**src/rtl/spi_pkg.sv**
```systemverilog
// Shared definitions for the SPI frame buffer: frame FSM encoding and byte width.
package spi_pkg;

    localparam int SPI_BYTE_W = 8;

    typedef enum logic [2:0] {
        IDLE    = 3'd0,
        SETUP   = 3'd1,
        LAUNCH  = 3'd2,
        WAIT_RX = 3'd3,
        HOLD    = 3'd4
    } fsm_state_t;

    function automatic int max_int(input int a, input int b);
        return (a > b) ? a : b;
    endfunction

endpackage

```
**src/rtl/sync_fifo.sv**
```systemverilog
// Synchronous FIFO with first-word-fall-through head; head reads 0 while empty.
// A push into a full FIFO succeeds only when a pop happens in the same cycle.
module sync_fifo #(
    parameter int WIDTH = 8,
    parameter int AW    = 3
) (
    input  logic             CLK,
    input  logic             RST,
    input  logic             push,
    input  logic             pop,
    input  logic [WIDTH-1:0] wdata,
    output logic [WIDTH-1:0] rdata,
    output logic             full,
    output logic             empty
);

    localparam int DEPTH = 1 << AW;

    logic [WIDTH-1:0] mem [DEPTH];
    logic [AW:0]      wptr;
    logic [AW:0]      rptr;
    logic             do_push;
    logic             do_pop;

    // Extra pointer MSB tells a full FIFO apart from an empty one.
    assign empty   = (wptr == rptr);
    assign full    = (wptr[AW] != rptr[AW]) && (wptr[AW-1:0] == rptr[AW-1:0]);
    assign do_pop  = pop && !empty;
    assign do_push = push && (!full || do_pop);
    assign rdata   = empty ? '0 : mem[rptr[AW-1:0]];

    always_ff @(posedge CLK or posedge RST) begin
        if (RST) begin
            wptr <= '0;
            rptr <= '0;
        end else begin
            if (do_push) wptr <= wptr + 1'b1;
            if (do_pop)  rptr <= rptr + 1'b1;
        end
    end

    always_ff @(posedge CLK) begin
        if (do_push) mem[wptr[AW-1:0]] <= wdata;
    end

endmodule

```
**src/rtl/spi_frame_buffer.sv**
```systemverilog
// Host-side TX/RX byte buffering and chip-select framing in front of the SPI byte controller.
// Chip select brackets each burst with setup/hold times counted in shared-divider TICKs.
module spi_frame_buffer
    import spi_pkg::*;
#(
    parameter int FIFO_AW        = 3,
    parameter int CS_SETUP_TICKS = 2,
    parameter int CS_HOLD_TICKS  = 2
) (
    input  logic                  CLK,
    input  logic                  RST,
    input  logic                  TICK,
    input  logic                  TX_WR,
    input  logic [SPI_BYTE_W-1:0] TX_DATA,
    output logic                  TX_FULL,
    input  logic                  RX_RD,
    output logic [SPI_BYTE_W-1:0] RX_DATA,
    output logic                  RX_EMPTY,
    output logic                  RX_OVF,
    input  logic                  RX_OVF_CLR,
    output logic                  BUSY,
    output logic                  CS_N,
    output logic                  W_STB,
    output logic [SPI_BYTE_W-1:0] W_DATA,
    input  logic                  W_READY,
    input  logic                  R_STB,
    input  logic [SPI_BYTE_W-1:0] R_DATA
);

    localparam int MAX_TICKS = max_int(CS_SETUP_TICKS, CS_HOLD_TICKS);
    localparam int CNT_W     = (MAX_TICKS < 1) ? 1 : $clog2(MAX_TICKS + 1);

    fsm_state_t             state;
    fsm_state_t             state_nxt;
    logic [CNT_W-1:0]       tick_cnt;
    logic                   tx_empty;
    logic                   tx_pop;
    logic [SPI_BYTE_W-1:0]  tx_head;
    logic                   rx_full;
    logic                   rx_drop;
    logic                   setup_done;
    logic                   hold_done;

    sync_fifo #(.WIDTH(SPI_BYTE_W), .AW(FIFO_AW)) u_tx_fifo (
        .CLK   (CLK),
        .RST   (RST),
        .push  (TX_WR),
        .pop   (tx_pop),
        .wdata (TX_DATA),
        .rdata (tx_head),
        .full  (TX_FULL),
        .empty (tx_empty)
    );

    sync_fifo #(.WIDTH(SPI_BYTE_W), .AW(FIFO_AW)) u_rx_fifo (
        .CLK   (CLK),
        .RST   (RST),
        .push  (R_STB),
        .pop   (RX_RD),
        .wdata (R_DATA),
        .rdata (RX_DATA),
        .full  (rx_full),
        .empty (RX_EMPTY)
    );

    assign rx_drop    = R_STB && rx_full && !RX_RD;
    assign setup_done = TICK && (int'(tick_cnt) == CS_SETUP_TICKS - 1);
    assign hold_done  = TICK && (int'(tick_cnt) == CS_HOLD_TICKS - 1);

    always_ff @(posedge CLK or posedge RST) begin
        if (RST) state <= IDLE;
        else     state <= state_nxt;
    end

    always_comb begin
        state_nxt = state;
        case (state)
            IDLE:    if (!tx_empty) state_nxt = (CS_SETUP_TICKS == 0) ? LAUNCH : SETUP;
            SETUP:   if (setup_done) state_nxt = LAUNCH;
            LAUNCH:  if (W_READY) state_nxt = WAIT_RX;
            WAIT_RX: begin
                if (R_STB) begin
                    if (!tx_empty)               state_nxt = LAUNCH;
                    else if (CS_HOLD_TICKS == 0) state_nxt = IDLE;
                    else                         state_nxt = HOLD;
                end
            end
            HOLD:    if (hold_done) state_nxt = IDLE;
            default: state_nxt = IDLE;
        endcase
    end

    // Launch handshake: a byte leaves only when W_READY is high in LAUNCH; W_STB is the
    // registered one-cycle echo of that pop, and the next launch waits for R_STB.
    always_comb begin
        tx_pop = 1'b0;
        BUSY   = (state != IDLE);
        if (state == LAUNCH) tx_pop = W_READY;
    end

    // CS_N is registered from the next state so it changes on the transition edge glitch-free.
    always_ff @(posedge CLK or posedge RST) begin
        if (RST) begin
            tick_cnt <= '0;
            CS_N     <= 1'b1;
            W_STB    <= 1'b0;
            W_DATA   <= '0;
            RX_OVF   <= 1'b0;
        end else begin
            if (state_nxt != state)
                tick_cnt <= '0;
            else if (TICK && (state == SETUP || state == HOLD))
                tick_cnt <= tick_cnt + 1'b1;
            CS_N  <= (state_nxt == IDLE);
            W_STB <= tx_pop;
            if (tx_pop) W_DATA <= tx_head;
            if (rx_drop)         RX_OVF <= 1'b1;
            else if (RX_OVF_CLR) RX_OVF <= 1'b0;
        end
    end

endmodule
```
**config.mk**
```make
export PLATFORM = sky130hd
export DESIGN_NAME = spi_frame_buffer
export DESIGN_NICKNAME = d
export VERILOG_FILES = /design/src/rtl/spi_pkg.sv /design/src/rtl/sync_fifo.sv /design/src/rtl/spi_frame_buffer.sv
export SDC_FILE = /design/constraint.sdc
export NUM_CORES = 1
export LEC_CHECK = 0
export BUFFER_PORTS_ARGS = -buffer_cell sky130_fd_sc_hd__buf_2
export CAP_MARGIN = 20
export CORE_UTILIZATION = 25
export DETAILED_ROUTE_END_ITERATION = 10
export GPL_TIMING_DRIVEN = 0
export PLACE_DENSITY = 0.49
export SLEW_MARGIN = 20
export SYNTH_ARGS = -nofsm -noshare
export SYNTH_HDL_FRONTEND = slang
export SYNTH_SLANG_ARGS = --single-unit
```
**constraint.sdc**
```tcl
create_clock -name CLK -period 3.7 [get_ports CLK]
set_input_delay 0.37 -clock CLK [delete_from_list [all_inputs] [get_ports CLK]]
set_output_delay 0.37 -clock CLK [all_outputs]
set_load 0.01 [all_outputs]
```
# --- Yosys cells after proc, flatten, opt, wreduce, memory -nomap -nowiden ---
# Memory sizes are Yosys's and may differ from the RTL's.
# Index checks and enable logic that the tools add are counted.
totals:
  ramBits: 128
  in_bits: 24
  word_cells: 70
  output_inout_bits: 22
  register_bits: 32
  memories: 2
mem_list:
  columns: ["name", "words", "width", "read_ports", "rd_ports_with_merged_regs", "wr", "line_no", "text"]
  rows:
  - ["u_rx_fifo.mem", 8, 8, 1, 0, 1, "sync_fifo.sv:19", "logic [WIDTH-1:0] mem [DEPTH];"]
  - ["u_tx_fifo.mem", 8, 8, 1, 0, 1, "sync_fifo.sv:19", null]
op_classes:
  eq_ne: 12
  add_sub_neg: 5
  n_reduce_logical: 23
  mux: 18
op_table:
  columns: ["cell", "n"]
  rows:
  - ["2-to-1 mux 3 bit", 6]
  - ["adder 4 x 1 -> 4 bit, second input constant", 4]
  - ["2-to-1 mux 8 bit", 2]
  - ["one-hot mux 3 bit (5 select lines)", 1]
  - ["logical AND 1 bit", 10]
  - ["equality test 4 bit", 2]
  - ["2-to-1 mux 1 bit", 7]
  - ["equality test 3 x 2 -> 1 bit, second input constant", 2]
  - ["equality test 3 bit", 2]
  - ["logical NOT 3 bit", 2]
  - ["logical NOT 1 bit", 5]
  - ["2-to-1 mux 2 bit", 2]
  - ["nonzero test 2 bit", 2]
  - ["equality test 3 x 1 -> 1 bit, second input constant", 1]
  - ["equality test 3 bit, second input constant", 1]
  - ["logical OR 1 bit", 3]
  - ["!= test 3 bit", 1]
  - ["nonzero test 3 bit", 1]
  - ["adder 2 x 1 -> 2 bit, second input constant", 1]
  - ["equality test 2 bit, second input constant", 1]
  - ["!= test 1 bit", 2]

# --- Logic depth before layout (Yosys ltp) ---
# Gate-level depths: netlist (run 1).
logic_depth:
  ltp_word: 7
  depth_mapped: 6
  mapped_depth_nobuf: 6

# --- Hierarchy ---
# Synthesis (run 1) repeated with hierarchy kept, for this count alone.
unflattened:
  cells_unflattened: 383
  hier_area_um2: 6867.8
modules_own_cells:
  columns: ["module", "seq_area_each_um2", "cells_each", "area_per_inst_um2", "instances"]
  rows:
  - ["sync_fifo at u_rx_fifo", 2122.0, 160, 3072.9, 1]
  - ["sync_fifo at u_tx_fifo", 2122.0, 159, 3044.2, 1]
  - ["spi_frame_buffer", 401.6, 64, 750.7, 1]

# --- Worst setup path before layout (run 1) ---
# No wires, ideal clock.
synth_timing:
  kind: "reg2reg"
  startpoint: "register u_rx_fifo.rptr[0]"
  endpoint: "memory u_rx_fifo.mem[0][0], enable pin"
  arrival_ps: 1867
  path_buffers: 1
  required_ps: 3305
  setup_ps: 395
  slack_ps: 1439
  path_stages_with_launch: 6
  period_less_slack_ps: 2261
  path_cell_list: "dfrtp_1 -> buf_4 -> xor2_1 -> or3_4 -> o21ai_4 -> nor4_1"
synth_between:
  elab_chain_cells: 7
  elab_cells_between_ends: 10
  cone_classes: "eq/ne: 2; mux: 2; reduce/logical: 6"
synth_lines:
  columns: ["item", "line_no", "text"]
  rows:
  - ["start: declaration", "sync_fifo.sv:21", "logic [AW:0] rptr;"]
  - ["start signal: assignment", "sync_fifo.sv:38", "if (do_pop) rptr <= rptr + 1'b1;"]
  - ["equality test 4 bit / equality test 3 bit (equally long branches)", "sync_fifo.sv:26, sync_fifo.sv:27", null]
  - ["logical NOT 1 bit / logical AND 1 bit (equally long branches)", "sync_fifo.sv:28, sync_fifo.sv:27", null]
  - ["logical AND 1 bit / logical NOT 1 bit (equally long branches)", "sync_fifo.sv:28, sync_fifo.sv:29", null]
  - ["logical OR 1 bit (*)", "sync_fifo.sv:29", "assign do_push = push && (!full || do_pop);"]
  - ["logical AND 1 bit (*)", "sync_fifo.sv:29", null]
  - ["2-to-1 mux 1 bit (*)", "sync_fifo.sv:43", "if (do_push) mem[wptr[AW-1:0]] <= wdata;"]
  - ["2-to-1 mux 1 bit (not written as such) (*)", "sync_fifo.sv:43", null]
  - ["end: declaration", "sync_fifo.sv:19", null]
# Every way passes the cells marked *; elsewhere a longest branch is shown, timed or not.

# --- Final worst setup path (run 1) ---
layout_timing:
  startpoint: "register u_rx_fifo.rptr[0]"
  endpoint: "output port RX_DATA[0]"
layout_between:
  elab_chain_cells: 2
  elab_cells_between_ends: 3
  cone_classes: "eq/ne: 1; mux: 1; memory: 1"
layout_lines:
  columns: ["item", "line_no", "text"]
  rows:
  - ["memory (8 x 8 bit) / equality test 4 bit (equally long branches)", null, null]
  - ["2-to-1 mux 8 bit (*)", "sync_fifo.sv:30", "assign rdata = empty ? '0 : mem[rptr[AW-1:0]];"]
  - ["end: declaration", "spi_frame_buffer.sv:17", "output logic [SPI_BYTE_W-1:0] RX_DATA,"]
# Marks and branches as above.

==> results of run 1 <==
-- logic make-up (layout without fill, tap and decap cells) --
| group | Yosys count | count (layout) |
|---|---|---|
| AO/OA/AOI/OAI | 32 | 32 |
| multiplexers | 53 | 53 |
| XOR/XNOR | 26 | 26 |
| buffers and inverters | 28 | 116 |
| other | 0 | 1 |
| AND/OR/NAND/NOR | 61 | 61 |
| flip-flops | 160 | 160 |
| adder cells (fa/ha/maj) | 5 | 5 |
-- path summary, 6_finish.rpt --
path | start | to | slack (ns)
hold / removal | RX_OVF_CLR | RX_OVF | 0.14
hold reg to reg | u_rx_fifo.rptr[3] | u_rx_fifo.rptr[3] | 0.49
max in group asynchronous | RST | u_tx_fifo.rptr[1] | 2.93
setup reg to reg | u_rx_fifo.rptr[0] | u_rx_fifo.mem[5][0] | 1.25
min in group asynchronous | RST | state[0] | 0.36
setup / recovery | u_rx_fifo.rptr[0] | RX_DATA[0] | 0.97
-- worst max-delay path, delay by kind of cell, from the launching register on --
family                 cells  cell delay, ns
AND/OR/NAND/NOR            1            0.07
multiplexers               2            0.73
flip-flops                 1            0.35
buffers and inverters      3            0.78
-- metal layers --
metal  part of all wire, %  routed length (microns)  vias up  GRT usage, %
met1                    41                     5930     1803          13.1
met4                   1.0                      144        2          3.71
met2                    54                     7730       58          20.4
met3                   3.6                      513       17          2.96
met5                 0.091                       13        -             0
li1                      -                        -     1576             -
-- cells in the mapped netlist (8+ instances only) --
master,instances
sky130_fd_sc_hd__edfxtp_1,128
sky130_fd_sc_hd__xnor2_1,11
sky130_fd_sc_hd__a22o_1,8
sky130_fd_sc_hd__dfrtp_1,31
sky130_fd_sc_hd__nor2_1,16
sky130_fd_sc_hd__mux4_2,32
sky130_fd_sc_hd__xor2_1,15
sky130_fd_sc_hd__buf_2,8
sky130_fd_sc_hd__nand2_1,9
sky130_fd_sc_hd__mux2_2,9
sky130_fd_sc_hd__nor3_1,10
sky130_fd_sc_hd__mux2i_1,9
-- layout by cell type, fill, tap and decap left out, types with 2 or more instances in the layout --
master and instances:
sky130_fd_sc_hd__a21oi_2 2, sky130_fd_sc_hd__edfxtp_1 128, sky130_fd_sc_hd__buf_4 13, sky130_fd_sc_hd__nor4_2 2
sky130_fd_sc_hd__nand2_1 9, sky130_fd_sc_hd__o21ai_4 2, sky130_fd_sc_hd__inv_8 4, sky130_fd_sc_hd__a21oi_1 3
sky130_fd_sc_hd__bufinv_16 3, sky130_fd_sc_hd__clkbuf_16 17, sky130_fd_sc_hd__buf_6 3, sky130_fd_sc_hd__dfrtp_1 31
sky130_fd_sc_hd__mux4_2 32, sky130_fd_sc_hd__clkinvlp_4 2, sky130_fd_sc_hd__o21ai_0 7, sky130_fd_sc_hd__mux2_1 2
sky130_fd_sc_hd__nand3_1 3, sky130_fd_sc_hd__nor3_1 2, sky130_fd_sc_hd__nand4_1 6, sky130_fd_sc_hd__nor3_2 8
sky130_fd_sc_hd__o211ai_1 4, sky130_fd_sc_hd__xnor2_1 11, sky130_fd_sc_hd__nor2_1 16, sky130_fd_sc_hd__ha_1 5
sky130_fd_sc_hd__nand2b_1 4, sky130_fd_sc_hd__clkbuf_1 5, sky130_fd_sc_hd__mux2_2 9, sky130_fd_sc_hd__xor2_1 15
sky130_fd_sc_hd__mux2i_1 9, sky130_fd_sc_hd__nor2b_1 3, sky130_fd_sc_hd__inv_6 4, sky130_fd_sc_hd__a22o_1 8
sky130_fd_sc_hd__buf_2 54, sky130_fd_sc_hd__inv_1 6
-- state kept, by name, indices dropped and copies added (netlist names) --
register	count
tick_cnt	2
state	3
u_rx_fifo.rptr	4
CS_N	1
u_tx_fifo.wptr	4
W_DATA	8
W_STB	1
RX_OVF	1
u_tx_fifo.rptr	4
u_tx_fifo.mem	64
u_rx_fifo.mem	64
u_rx_fifo.wptr	4
-- stage by stage --
stage / worst slack, ns / utilization (%) / instance area [sq um] / hold WS, ns / std cells
3_5_place_dp: 1.21 / 28.5 / 7410 / 0.268 / 755
6_report: 0.972 / 31.0 / 8040 / 0.143 / 789
3_3_place_gp: 0.366 / 27.9 / 7260 / 0.476 / 744
5_1_grt: 0.809 / 30.9 / 8040 / 0.145 / 788
4_1_cts: 0.878 / 30.9 / 8040 / 0.135 / 788
2_1_floorplan: 1.44 / - / 6620 / 0.460 / 365
-- where the power goes --
| group | switching [uW] | internal, uW | total (uW) |
|---|---|---|---|
| registers | 129 | 2320 | 2450 |
| clock network | 771 | 1090 | 1860 |
| logic | 1260 | 1010 | 2270 |
-- final cells by class --
cell class              instances  share of cell area (%)
diodes                          1                  0.0311
plain buffers                  21                    1.62
clock buffers                  18                    5.34
clock inverters                14                    2.41
inverters                       7                   0.327
multi-input cells             177                    23.3
flip-flops and latches        160                    57.8
well taps                     335                    5.21
repair buffers                 56                    3.98
==> impl_metrics.sql, run 1 <==
INSERT INTO impl_metrics (metric_group, metric, value, unit) VALUES
('status', 'outcome', 'completed', ''),
('timing', 'worst_slew_margin_rel', '33.1', '%'),
('timing', 'maxSlewViolCount', '0', ''),
('timing', 'fmaxAchievable', '367', 'MHz'),
('place', 'io_buffers', '44', ''),
('logic_synthesis', 'synth_seq_cells', '160', ''),
('logic_synthesis', 'post_synth_fa_ha_maj_area_fraction', '0.945', '%'),
('logic_synthesis', 'syn_inst', '365', ''),
('detailed_routing', 'drc', '0', ''),
('clocking', 'number_of_buffers_on_the_longest_clock_path', '2', ''),
('timing', 'setup_repair_after_global_routing_missed_its_margin', 'no', ''),
('detailed_routing', 'initialDrtViolationCount', '113', ''),
('place', 'gpl.final_weighted_congestion', '0.712', ''),
('clocking', 'tritoncts_clock_tree', 'done', ''),
('floorplan', 'placeableCoreArea', '26000', 'sq um'),
('logic_synthesis', 'async_flop_share', '20.0', '%'),
('clocking', 'cts_inserted_buffers', '17', ''),
('clocking', 'clockRootBuffer', 'sky130_fd_sc_hd__clkbuf_16', ''),
('floorplan', 'die-height', '165', 'microns'),
('logic_synthesis', 'synth_mux_area_share', '14.3', '%'),
('power_and_ir_drop', 'power_total', '6590', 'uW'),
('logic_synthesis', 'netlist_area', '6620', 'sq um'),
('final_layout', 'drive_gt1_share', '36.4', '%'),
('floorplan', 'die_area', '27100', 'sq um'),
('worst_setup_path', 'timing.reg2reg.worst_path_depth', '5', ''),
('clocking', 'cts_sinks', '160', ''),
('grt', 'grt_util_all_layers', '11.4', '%'),
('grt', 'leftover_overflow_at_the_end_of_global_routing', '0', ''),
('grt', 'antenna_found_initial', '2', ''),
('logic_synthesis', 'yosys.area_share.xor_xnor', '3.44', '%'),
('grt', 'grt_start_max_net_pins', '29', ''),
('logic_synthesis', 'yosysUniqueCellTypes', '43', ''),
('detailed_routing', 'number_of_search_and_repair_iterations_in_the_first_detailed_routing_pass', '4', ''),
('floorplan', 'row_count', '59', ''),
('worst_setup_path', 'critical_path.slowest_cell', 'sky130_fd_sc_hd__mux4_2', ''),
('logic_synthesis', 'synth_area_per_cell', '18.1', 'sq um'),
('timing', 'timing.final.hold_violations', '0', ''),
('worst_setup_path', 'setup.worst_path.class', 'flop to primary output', ''),
('logic_synthesis', 'syn_nets', '394', ''),
('power_and_ir_drop', 'power.density', '819', 'nW/um^2'),
('min_path', 'min_path_type', 'primary input to flop', ''),
('timing', 'finalWorstPathRequiredPeriod', '2.73', 'ns'),
('worst_setup_path', 'required', '3.33', 'ns'),
('detailed_routing', 'drt_wl_total', '14300', 'microns'),
('logic_synthesis', 'share_of_the_synthesized_area_in_compound_gates_ao_oa_aoi_oai', '3.69', '%'),
('power_and_ir_drop', 'power_leakage', '0.00285', 'uW'),
('logic_synthesis', 'synth_flop_cell', 'sky130_fd_sc_hd__edfxtp_1', ''),
('clocking', 'cts.repair_timing.setup_buffer_count', '0', ''),
('logic_synthesis', 'ys_warn_count', '0', ''),
('detailed_routing', 'drt-wirelength-per-cell', '18.2', 'microns'),
('final_layout', 'flow.area_growth_from_synthesis', '21.5', '%'),
('timing', 'fin_crit_sh', '73.7', '%'),
('worst_setup_path', 'timing.critical_path.fanout_max', '10', ''),
('place', 'place_hpwl', '9670', 'microns'),
('clocking', 'clock_pin_slew_on_the_worst_setup_and_hold_paths', '0.06', 'ns'),
('timing', 'final.setup.tns', '0', 'ns'),
('logic_synthesis', 'netlist.top_cell.by_area', 'sky130_fd_sc_hd__edfxtp_1', ''),
('clocking', 'cts_resized', '0', ''),
('clocking', 'htree_levels', '4', ''),
('floorplan', 'top_level_ports', '46', ''),
('clocking', 'cts_hold_buffers', '1', ''),
('floorplan', 'die_width', '165', 'microns'),
('grt', 'global_route_wire_length_before_repair', '22000', 'microns'),
('worst_setup_path', 'cells_along_the_critical_path', 'buf_4, buf_2, mux4_2, mux2i_1, nor2_1, buf_2', ''),
('worst_setup_path', 'critPathLaunchType', 'flop', ''),
('grt', 'first_global_vias', '3756', ''),
('floorplan', 'effective_utilization_at_floorplan', '25.5', '%'),
('worst_setup_path', 'most_frequent_cell_on_the_critical_path', 'sky130_fd_sc_hd__buf_2', ''),
('run', 'maxCapViolations', '0', ''),
('timing', 'worst-slew-pin-transition', '1.00', 'ns'),
('detailed_routing', 'dr_total_vias', '3456', '');
Note: power is estimated with default switching activity, not from simulation.
==> run 2: changes to the inputs <==
--- a/config.mk
+++ b/config.mk
@@ -10,7 +10,7 @@
 export CORE_UTILIZATION = 25
 export DETAILED_ROUTE_END_ITERATION = 10
 export GPL_TIMING_DRIVEN = 0
-export PLACE_DENSITY = 0.49
+export PLACE_DENSITY = 0.5
 export SLEW_MARGIN = 20
 export SYNTH_ARGS = -nofsm -noshare
 export SYNTH_HDL_FRONTEND = slang
==> constraint.sdc (replaced) <==
create_clock -name CLK -period 2.4 [get_ports CLK]
set_input_delay 0.24 -clock CLK [delete_from_list [all_inputs] [get_ports CLK]]
set_output_delay 0.24 -clock CLK [all_outputs]
set_load 0.01 [all_outputs]
==> run 2 against run 1 <==
Net effect: clock skew fell by 0.0055 ns; the run now ends with negative setup slack left; first-iteration DRC count up 120%; utilization about the same; critical path depth is the same; clock power increased by 37%; non-clock buffer count up 1; design area hardly changed; register-to-register slack worse by 1.3 ns; critical endpoint is now u_tx_fifo.mem[3][6]; setup slack got worse by 1.0 ns.
==> impl_metrics.sql, run 2 (synthesized netlist as in run 1, its figures left out) <==
INSERT INTO impl_metrics (metric_group, metric, value, unit) VALUES
('place', 'detailedPlace.worstSlack', '-0.0649', 'ns'),
('clocking', 'clockRootBuffer', 'sky130_fd_sc_hd__clkbuf_16', ''),
('clocking', 'clock_pin_slew_on_the_worst_setup_and_hold_paths', '0.07', 'ns'),
('worst_setup_path', 'cells_along_the_critical_path', 'buf_4, nor2b_1, nand2_1, inv_1, o211ai_1, nor2_1', ''),
('clocking', 'number_of_buffers_on_the_longest_clock_path', '2', ''),
('worst_setup_path', 'timing.critical_path.max_delay_family', 'simple AND/OR/NAND/NOR gates', ''),
('worst_setup_path', 'critical_path_sink', 'u_tx_fifo.mem[3][6]', ''),
('worst_setup_path', 'regToRegSetupSlack', '-0.07', 'ns'),
('worst_setup_path', 'critPathMaxStageDelay', '0.79', 'ns'),
('worst_setup_path', 'critPathLaunchType', 'flop', ''),
('final_layout', 'flow.area_growth_from_synthesis', '21.4', '%'),
('final_layout', 'layout.cells.most_common', 'sky130_fd_sc_hd__edfxtp_1', ''),
('worst_setup_path', 'critical_path.slowest_cell', 'sky130_fd_sc_hd__nor2_1', ''),
('status', 'failing_checks', 'negative setup slack', ''),
('place', 'io_buffers', '44', ''),
('min_path', 'min_from', 'R_DATA[1]', ''),
('min_path', 'min_path_type', 'primary input to flop', ''),
('place', 'place_hpwl', '9450', 'microns'),
('timing', 'setup_viol', '16', ''),
('final_layout', 'n_antenna_cell', '0', ''),
('detailed_routing', 'drc', '0', ''),
('floorplan', 'die-height', '165', 'microns'),
('floorplan', 'row_count', '59', ''),
('final_layout', 'final_nets', '470', ''),
('clocking', 'htree_levels', '4', ''),
('floorplan', 'placeableCoreArea', '26000', 'sq um'),
('grt', 'global_route_wire_length_before_repair', '21300', 'microns'),
('timing', 'setup_repair_after_global_routing_missed_its_margin', 'yes', ''),
('worst_setup_path', 'crit-reg2reg-capture', 'u_tx_fifo.mem[3][6]', ''),
('timing', 'fin_crit_sh', '103', '%'),
('worst_setup_path', 'reg2reg_from', 'state[1]', ''),
('grt', 'leftover_overflow_at_the_end_of_global_routing', '0', ''),
('timing', 'layout_setup_ws', '-0.0720', 'ns'),
('worst_setup_path', 'critical_path_arrival', '2.51', 'ns'),
('clocking', 'tritoncts_clock_tree', 'done', ''),
('timing', 'final.setup_skew', '0.0112', 'ns'),
('status', 'outcome', 'complete, but fails checks', ''),
('timing', 'finalWorstPathRequiredPeriod', '2.47', 'ns'),
('worst_setup_path', 'cp_num_cells', '6', ''),
('detailed_routing', 'final_antenna_net_count', '0', ''),
('detailed_routing', 'number_of_search_and_repair_iterations_in_the_first_detailed_routing_pass', '4', ''),
('timing', 'worst_slew_margin_rel', '34.2', '%'),
('timing', 'fmaxAchievable', '405', 'MHz'),
('worst_setup_path', 'timing.critical_path.to_type', 'flop', ''),
('worst_setup_path', 'timing.critical_path.fanout_max', '10', ''),
('final_layout', 'postLayoutCellArea', '8040', 'sq um'),
('place', 'placed_area', '7410', 'sq um'),
('grt', 'antenna_found_initial', '1', ''),
('detailed_routing', 'dr_total_vias', '3424', ''),
('final_layout', 'drive_gt1_share', '37.0', '%'),
('grt', 'first_global_vias', '3683', ''),
('clocking', 'cts_inserted_buffers', '17', ''),
('timing', 'final.setup.tns', '-0.806', 'ns'),
('power_and_ir_drop', 'ir_worst_vdd', '0.000508', 'V'),
('detailed_routing', 'avgViaCountPerCell', '4.34', ''),
('clocking', 'cts_sinks', '160', ''),
('power_and_ir_drop', 'power_leakage', '0.00283', 'uW'),
('worst_setup_path', 'setup.worst_path.class', 'flop to flop', ''),
('floorplan', 'die_width', '165', 'microns'),
('worst_setup_path', 'timing.critical_path.buf_inv', '2', ''),
('worst_setup_path', 'timing.reg2reg.worst_path_depth', '6', ''),
('floorplan', 'die_area', '27100', 'sq um'),
('place', 'gpl.final_weighted_congestion', '0.734', ''),
('run', 'maxCapViolations', '0', ''),
('final_layout', 'post-route-util', '30.9', '%'),
('detailed_routing', 'initialDrtViolationCount', '251', ''),
('floorplan', 'effective_utilization_at_floorplan', '25.5', '%'),
('clocking', 'clk-insertion-delay-late', '0.43', 'ns'),
('grt', 'grt_start_max_net_pins', '24', ''),
('worst_setup_path', 'timing.critical_path.from', 'state[1]', ''),
('detailed_routing', 'drt_wl_total', '13800', 'microns'),
('grt', 'grt_util_all_layers', '10.9', '%'),
('timing', 'worst-slew-pin-transition', '0.983', 'ns'),
('floorplan', 'top_level_ports', '46', ''),
('worst_setup_path', 'required', '2.44', 'ns'),
('final_layout', 'most_used_cells_in_the_layout_excluding_fill_and_tap_cells', 'sky130_fd_sc_hd__edfxtp_1, sky130_fd_sc_hd__buf_2, sky130_fd_sc_hd__mux4_2', ''),
('power_and_ir_drop', 'power.density', '1240', 'nW/um^2'),
('timing', 'timing.final.hold_violations', '0', ''),
('timing', 'maxSlewViolCount', '0', ''),
('detailed_routing', 'drt-wirelength-per-cell', '17.5', 'microns');
==> run 2: cell types whose count changed in the layout (fill, tap and decap cells not counted), moves of 2 or more <==
cell	change
sky130_fd_sc_hd__buf_12	+2
sky130_fd_sc_hd__buf_2	-2
sky130_fd_sc_hd__bufinv_16	-3
sky130_fd_sc_hd__nor2_1	-2
sky130_fd_sc_hd__nor2_2	+2
==> run 2: area by class of cell <==
type	count	area (sq um)
fill	2568	17900
timing repair buffer	57	330
tap	335	419
inverter	7	26.3
sequential	160	4650
clock buffer	19	433
multi-input combinational	177	1900
buffer	21	161
clock inverter	13	118
==> run 2: stage by stage <==
step / std cells / power (uW) / hold WS (ns)
final: 789 / 9940 / 0.0784
after global routing: 789 / 10500 / 0.0791
after CTS: 789 / 9990 / 0.0722
after detailed placement: 755 / 7410 / 0.203
after global placement: 744 / 7200 / 0.457
after floorplan: 365 / 6280 / 0.339
==> run 2: per-layer routing <==
metal | share of wire (%) | global-route usage, %
met4 | 1.3 | 3.54
met5 | 0 | 0
met2 | 52 | 19.1
met3 | 3.9 | 3.09
met1 | 43 | 12.8
==> run 2: where the power goes <==
group	switching, uW	total [uW]	leakage, uW	internal, uW
sequential	212	3790	0.00156	3580
combinational	1980	3600	0.00101	1630
clock	1180	2540	0.000261	1360
==> run 2: worst min-delay path by stage <==
stage	slack, ns	to	depth (start not counted)
finish	0.08	u_rx_fifo.mem[3][1]	1
global route	0.08	u_tx_fifo.mem[4][7]	1
CTS	0.07	u_rx_fifo.mem[3][1]	1
detailed placement	0.20	W_STB	2
global placement	0.46	RX_OVF	2
floorplan	0.34	u_rx_fifo.mem[0][0]	0
==> run 2: timing repair <==
action / in CTS / in global routing
buffers inserted: 0 / 0
hold buffers: 2 / 0
gates cloned: 0 / 0
gates resized for setup: 7 / 7
endpoints found under the hold margin: 10 / 0
endpoints found under the setup margin: 45 / 43
